==> src/rtl/ptw_dcache_arb_pkg.sv <==
// rtl/ptw_dcache_arb_pkg.sv - shared core defines: DCache data types, PTW arbiter FSM and owner encodings
package ptw_dcache_arb_pkg;

  // DCache access size encodings; page-table walks always fetch a full doubleword.
  localparam int DATA_TYPE__LEN = 2;
  localparam logic [DATA_TYPE__LEN-1:0] DATA_TYPE_B = 2'd0;
  localparam logic [DATA_TYPE__LEN-1:0] DATA_TYPE_H = 2'd1;
  localparam logic [DATA_TYPE__LEN-1:0] DATA_TYPE_W = 2'd2;
  localparam logic [DATA_TYPE__LEN-1:0] DATA_TYPE_D = 2'd3;

  // IDLE: free to grant; BUSY: request live for its owner; DRAIN: owner gave up, waiting out the DCache.
  typedef enum logic [1:0] {
    ST_IDLE  = 2'd0,
    ST_BUSY  = 2'd1,
    ST_DRAIN = 2'd2
  } ptw_arb_state_e;

  // Which walker currently owns the DCache read port.
  typedef enum logic {
    OWNER_DPTW = 1'b0,
    OWNER_IPTW = 1'b1
  } ptw_owner_e;

endpackage

==> src/rtl/ptw_dcache_arb.sv <==
// rtl/ptw_dcache_arb.sv - round-robin arbiter sharing the DCache PTW read port between data and instruction walkers
module ptw_dcache_arb
  import ptw_dcache_arb_pkg::*;
#(
  parameter int PADDR_W = 56,
  parameter int DATA_W  = 64
) (
  input  logic                      clk,
  input  logic                      rst,
  input  logic                      dptw_req_valid,
  input  logic [PADDR_W-1:0]        dptw_req_paddr,
  input  logic                      iptw_req_valid,
  input  logic [PADDR_W-1:0]        iptw_req_paddr,
  output logic                      dptw_resp_done,
  output logic                      iptw_resp_done,
  output logic [DATA_W-1:0]         ptw_resp_data,
  output logic                      DCache_RdReq_PTW_Valid,
  output logic [PADDR_W-1:0]        DCache_RdReq_PTW_Paddr,
  output logic [DATA_TYPE__LEN-1:0] DCache_RdReq_PTW_DataType,
  input  logic [DATA_W-1:0]         DCache_RdResp_PTW_Data,
  input  logic                      DCache_RdResp_PTW_Done
);

  // With both walkers asking, the one holding priority wins; otherwise whoever asks.
  function automatic ptw_owner_e rr_pick(input logic d_v, input logic i_v, input ptw_owner_e prio);
    if (d_v && i_v) begin
      return prio;
    end else if (i_v) begin
      return OWNER_IPTW;
    end else begin
      return OWNER_DPTW;
    end
  endfunction

  ptw_arb_state_e     state_q, state_d;
  ptw_owner_e         owner_q, rr_q;
  logic [PADDR_W-1:0] paddr_q;

  ptw_owner_e         pick_owner;
  logic [PADDR_W-1:0] pick_paddr;
  logic               grant;
  logic               owner_valid;

  // Grants only happen from IDLE, so the DCache always sees a dead cycle after Done.
  assign grant       = (state_q == ST_IDLE) && (dptw_req_valid || iptw_req_valid);
  assign pick_owner  = rr_pick(dptw_req_valid, iptw_req_valid, rr_q);
  assign pick_paddr  = (pick_owner == OWNER_IPTW) ? iptw_req_paddr : dptw_req_paddr;
  assign owner_valid = (owner_q == OWNER_IPTW) ? iptw_req_valid : dptw_req_valid;

  // FSM state register.
  always_ff @(posedge clk) begin
    if (!rst) begin
      state_q <= ST_IDLE;
    end else begin
      state_q <= state_d;
    end
  end

  // Latch the granted request and hand priority to the other walker on every grant.
  always_ff @(posedge clk) begin
    if (!rst) begin
      owner_q <= OWNER_DPTW;
      rr_q    <= OWNER_DPTW;
      paddr_q <= '0;
    end else if (grant) begin
      owner_q <= pick_owner;
      rr_q    <= (pick_owner == OWNER_DPTW) ? OWNER_IPTW : OWNER_DPTW;
      paddr_q <= pick_paddr;
    end
  end

  // Next-state: a dropped owner valid turns the live request into a drain; Done always ends it.
  always_comb begin
    state_d = state_q;
    case (state_q)
      ST_IDLE: begin
        if (dptw_req_valid || iptw_req_valid) begin
          state_d = ST_BUSY;
        end
      end
      ST_BUSY: begin
        if (DCache_RdResp_PTW_Done) begin
          state_d = ST_IDLE;
        end else if (!owner_valid) begin
          state_d = ST_DRAIN;
        end
      end
      ST_DRAIN: begin
        if (DCache_RdResp_PTW_Done) begin
          state_d = ST_IDLE;
        end
      end
      default: state_d = ST_IDLE;
    endcase
  end

  // Outputs: the request stays up until Done; completion is delivered only to a still-waiting owner.
  always_comb begin
    logic resp_ok;
    resp_ok = rst && (state_q == ST_BUSY) && DCache_RdResp_PTW_Done && owner_valid;
    DCache_RdReq_PTW_Valid    = (state_q != ST_IDLE);
    DCache_RdReq_PTW_Paddr    = paddr_q;
    DCache_RdReq_PTW_DataType = DATA_TYPE_D;
    dptw_resp_done            = resp_ok && (owner_q == OWNER_DPTW);
    iptw_resp_done            = resp_ok && (owner_q == OWNER_IPTW);
    ptw_resp_data             = DCache_RdResp_PTW_Data;
  end

endmodule

==> config.mk <==
export PLATFORM = sky130hd
export DESIGN_NAME = ptw_dcache_arb
export DESIGN_NICKNAME = d
export VERILOG_FILES = /design/src/rtl/ptw_dcache_arb_pkg.sv /design/src/rtl/ptw_dcache_arb.sv
export SDC_FILE = /design/constraint.sdc
export NUM_CORES = 1
export LEC_CHECK = 0
export CAP_MARGIN = 20
export CELL_PAD_IN_SITES_DETAIL_PLACEMENT = 1
export CELL_PAD_IN_SITES_GLOBAL_PLACEMENT = 1
export CORE_ASPECT_RATIO = 0.9
export CORE_UTILIZATION = 18
export CTS_CLUSTER_DIAMETER = 120
export DETAILED_ROUTE_END_ITERATION = 10
export PLACE_DENSITY_LB_ADDON = 0.1
export SYNTH_ARGS = -nofsm -noshare
export SYNTH_HDL_FRONTEND = slang
export SYNTH_SLANG_ARGS = --single-unit
==> constraint.sdc <==
create_clock -name clk -period 1.2 [get_ports clk]
set_input_delay 0.24 -clock clk [delete_from_list [all_inputs] [get_ports clk]]
set_output_delay 0.24 -clock clk [all_outputs]
set_load 0.02 [all_outputs]
* After elaboration in Yosys (flattened, before gate mapping) *
Cells that the tools add are included.

storage, ports and cells
  input bits = 181
  logic and storage cells = 31
  output and inout port bits = 125
  bits in registers = 60

operators by class
  equal/unequal tests = 5
  bitwise gates (word level) = 1
  reductions and logical operators = 11
  multiplexer cells = 10

operators by type and width
  cell                                                   number
  2-to-1 mux 56 bit                                      1
  2-to-1 mux 2 bit                                       4
  logical AND 1 bit                                      7
  case mux 2 bit (3 select lines)                        1
  2-to-1 mux 1 bit                                       4
  inequality test 3 bit, second input constant           1
  AND reduction 3 bit                                    1
  == test 2 x 1 -> 1 bit, second input constant          1
  == test 2 bit, second input constant                   1
  logical NOT 2 bit                                      1
  inequality test 2 x 1 -> 1 bit, second input constant  1
  inequality test 2 bit, second input constant           1
  nonzero test 2 bit                                     1
  logical OR 1 bit                                       1
  NOT 1 bit                                              1

* Depth between registers and ports, before layout *
  depth after elaboration = 5
  mapped depth = 6
  depth with buffers taken out = 4

* Worst setup path after synthesis *
OpenSTA, ideal clock, no wires.

  path kind = input -> output
  start point = input dptw_req_valid
  end point = output dptw_resp_done
  setup slack = -0.434 ns
  arrival = 1.394 ns
  required time = 0.960 ns
  cell stages on the path = 4
  cells stage by stage = clkbuf_1 > buf_2 > buf_2 > nor3b_1

between the ends
  word-level cells in the longest chain between the ends = 3

RTL lines
  what                RTL line               source
  start: declaration  ptw_dcache_arb.sv:10   input logic dptw_req_valid,
  2-to-1 mux 1 bit    ptw_dcache_arb.sv:48   assign owner_valid = (owner_q == OWNER_IPTW) ? iptw_req_valid : dptw_req_valid;
  logical AND 1 bit   ptw_dcache_arb.sv:100  resp_ok = rst && (state_q == ST_BUSY) && DCache_RdResp_PTW_Done && owner_valid;
  logical AND 1 bit   ptw_dcache_arb.sv:104  dptw_resp_done = resp_ok && (owner_q == OWNER_DPTW);
  end: declaration    ptw_dcache_arb.sv:14   output logic dptw_resp_done,

No other way between the ends.

* Worst setup path in the final report *
  start point = register state_q[0]
  end point = output dptw_resp_done

between the ends
  word-level cells in the longest chain between the ends = 5

RTL lines
  what                            RTL line               source
  start: declaration              ptw_dcache_arb.sv:35   ptw_arb_state_e state_q, state_d;
  start signal: assignment        ptw_dcache_arb.sv:55   state_q <= state_d;
  == test 2 x 1 -> 1 bit          ptw_dcache_arb.sv:100
  logical AND 1 bit (3 in a row)  ptw_dcache_arb.sv:100
  logical AND 1 bit               ptw_dcache_arb.sv:104

No other way between the ends.

==> flow_summary.json <==
{
  "cts_tree": "built",
  "synthSimpleGateAreaFrac": 0.212,
  "htreeDepth": 3,
  "maxSlewViolCount": 0,
  "clock_path_buffers": 2,
  "hold_class": "input port to register",
  "p_seq_frac": 0.318,
  "hp-start": "dptw_req_valid",
  "switching_share": 0.319,
  "setup_tns_ns": -13.56,
  "grt_max_degree": 39,
  "syn_area_um2": 3330,
  "drt_pass1_iterations": 4,
  "ant_nets": 0,
  "first_global_vias": 4122,
  "syn_inst": 425,
  "rsz0062_at_grt": "true",
  "worst_clock_skew_ns": 0.00392,
  "start_kind": "register",
  "max_stage_delay_ns": 0.33,
  "cp_max_fo": 2,
  "crit_chain": "nor2b_4 > nand3_4 > nor3b_4 > buf_6",
  "cts-root-buf": "clkbuf_16",
  "finalHoldViolations": 0,
  "crit_slowest_cell": "dfxtp_2",
  "fin_crit_sh": 1.27,
  "max_cap_violations": 0,
  "min_to": "DCache_RdReq_PTW_Paddr[23]$_SDFFE_PN0P_",
  "pwr_density_cell_nw_per_um2": 1230,
  "drive_above_1_share": 0.299,
  "cts_buffers": 9,
  "fmax_ghz": 0.655,
  "grtUsageTotal": 0.173,
  "layout_common_cells": "clkdlybuf4s50_1, dfxtp_1, nand4_1",
  "setup_violations": 61,
  "viasPerCell": 4.86,
  "arrival_ns": 1.29,
  "grt_pass1_wl_mm": 24.9,
  "synth_fa_ha_area_frac": 0,
  "path_class": "register to output port",
  "status": "finished, violations left",
  "timing.rr.start": "state_q[0]$_SDFFE_PN0P_",
  "comb_power_share": 0.344,
  "yosysWarnings": 0,
  "hold_buffers": 0,
  "reg2regPathDepth": 6,
  "pre_cts_slack_ns": -0.844,
  "ys_ff_latch": 60,
  "rows": 46,
  "antenna_found_initial": 0,
  "clockPowerShare": 0.338,
  "pin_count": 306,
  "core_area_um2": 17800,
  "syn_avg_cell_area_um2": 7.83,
  "worstPathRequired_ns": 0.96,
  "portBuffers": 175,
  "hpwl_mm": 9.85,
  "grt_overflow": 0,
  "setup_ws_ns": -0.327,
  "routed_wl_mm": 16.7,
  "period_minus_slack_ns": 1.53,
  "synth_top_family_by_area": "buffers and inverters",
  "p_int_uw": 4850,
  "insertion_delay_ns": 0.33,
  "ys_seq_area_frac": 0.361,
  "reg2reg_slack_ns": -0.27,
  "vdd_drop_max_uv": 662,
  "ys_types": 25,
  "initialDrtViolationCount": 128,
  "final_common_cell": "clkdlybuf4s50_1",
  "die_y_um": 131,
  "routedWlPerCell_um": 21.1,
  "die_w_um": 145,
  "failed_checks": "negative setup slack",
  "start_util": 0.186,
  "drc": 0,
  "synth-xor-area-share": 0,
  "die_area_um2": 19000,
  "synthMuxAreaShare": 0.00301,
  "holdPathStages": 4,
  "clock-sinks": 60,
  "leakage_uw": 0.00212,
  "fin_nets": 728,
  "fin_util": 0.324,
  "vias": 3853,
  "r2r-end": "DCache_RdReq_PTW_Paddr[25]$_SDFFE_PN0P_",
  "globalplace.congestion": 0.733,
  "syn_to_final_growth_pct": 73.6,
  "synth_compound_area_frac": 0.203,
  "netSwitchingPower_uw": 2270,
  "cp-end-kind": "output port",
  "clk_pin_slew_ns": 0.06
}
==> layout make-up <==
cell class / count / area, µm²
timing repair buffer: 226 / 2360
tap: 240 / 300
multi-input combinational: 248 / 1630
clock buffer: 14 / 254
sequential: 60 / 1210
fill: 2042 / 12100
inverter: 2 / 10.0
antenna: 1 / 2.50
clock inverter: 2 / 10.0
==> worst max path at each step <==
| stage | to | depth (start not counted) | startpoint |
|---|---|---|---|
| floorplan | dptw_resp_done | 4 | dptw_req_valid |
| global placement | dptw_resp_done | 4 | rst |
| detailed placement | dptw_resp_done | 4 | rst |
| CTS | dptw_resp_done | 4 | state_q[0]$_SDFFE_PN0P_ |
| global route | dptw_resp_done | 4 | state_q[0]$_SDFFE_PN0P_ |
| finish | dptw_resp_done | 4 | state_q[0]$_SDFFE_PN0P_ |
==> critical path: cells and delay by family, from the launching register on <==
family / cells / cell delay, ns
buffers and inverters: 1 / 0.15
DFF: 1 / 0.33
and+or+nand+nor: 3 / 0.48
==> sequential cells by signal, summed over array words and instances (netlist names) <==
signal / cells
DCache_RdReq_PTW_Paddr: 56
rr_q: 1
owner_q: 1
state_q: 2
==> what timing repair did <==
action                                  4_1_cts  5_1_grt
setup buffers                                15        3
endpoints found under the setup margin      118       92
cloned                                       11        2
pin swaps                                    57       53
gates resized for setup                     267       51
==> synth_stat cells (all sizes together) <==
library cell  count  area (µm²)
clkbuf           28         106
nor3b             2        15.0
nand2b            1        6.26
nand4            56         350
nand2             2        7.51
buf              88         617
a21oi             3        15.0
mux2i             1        10.0
o21ai            58         290
nor2b             2        12.5
nor3              1        5.00
conb              1        3.75
nor2              4        17.5
nand3            58         290
a31oi            56         350
dfxtp            60        1200
inv               2        7.50
o21a              1        7.51
a211oi            1        12.5
==> kinds of logic (layout without fill, tap and decap cells) <==
| family | Yosys count | in the layout |
|---|---|---|
| flops | 60 | 60 |
| simple gates | 126 | 126 |
| buf+inv | 118 | 244 |
| mux | 1 | 1 |
| compound gates | 119 | 119 |
| other cells | 1 | 3 |
==> per-stage QoR <==
| step | instances | area, µm² | hold slack [ns] | total power (µW) |
|---|---|---|---|---|
| final | 793 | 5770 | 0.446 | 7120 |
| after global routing | 792 | 5770 | 0.464 | 7470 |
| after CTS | 796 | 5970 | 0.419 | 7340 |
| after detailed placement | 754 | 5040 | 0.480 | 4270 |
| after global placement | 754 | 5040 | 0.480 | 4270 |
| after floorplan | 426 | 3350 | 0.319 | 3450 |
==> per-layer routing <==
layer / vias up / share of wire / track usage
met3: 39 / 0.089 / 0.0674
met1: 1872 / 0.44 / 0.214
met2: 170 / 0.45 / 0.277
li1: 1772 / - / -
met5: - / 0 / 0
met4: 0 / 0.015 / 0.0582
==> power groups by stage <==
stage                     registers [µW]  logic (µW)  clock network, µW
after floorplan                     2500         954                  0
after detailed placement            2300        1970                  0
final                               2260        2450               2410
after CTS                           2270        2560               2520
after global placement              2300        1970                  0
after global routing                2290        2600               2590
Note: power is estimated with default switching activity, not from simulation.
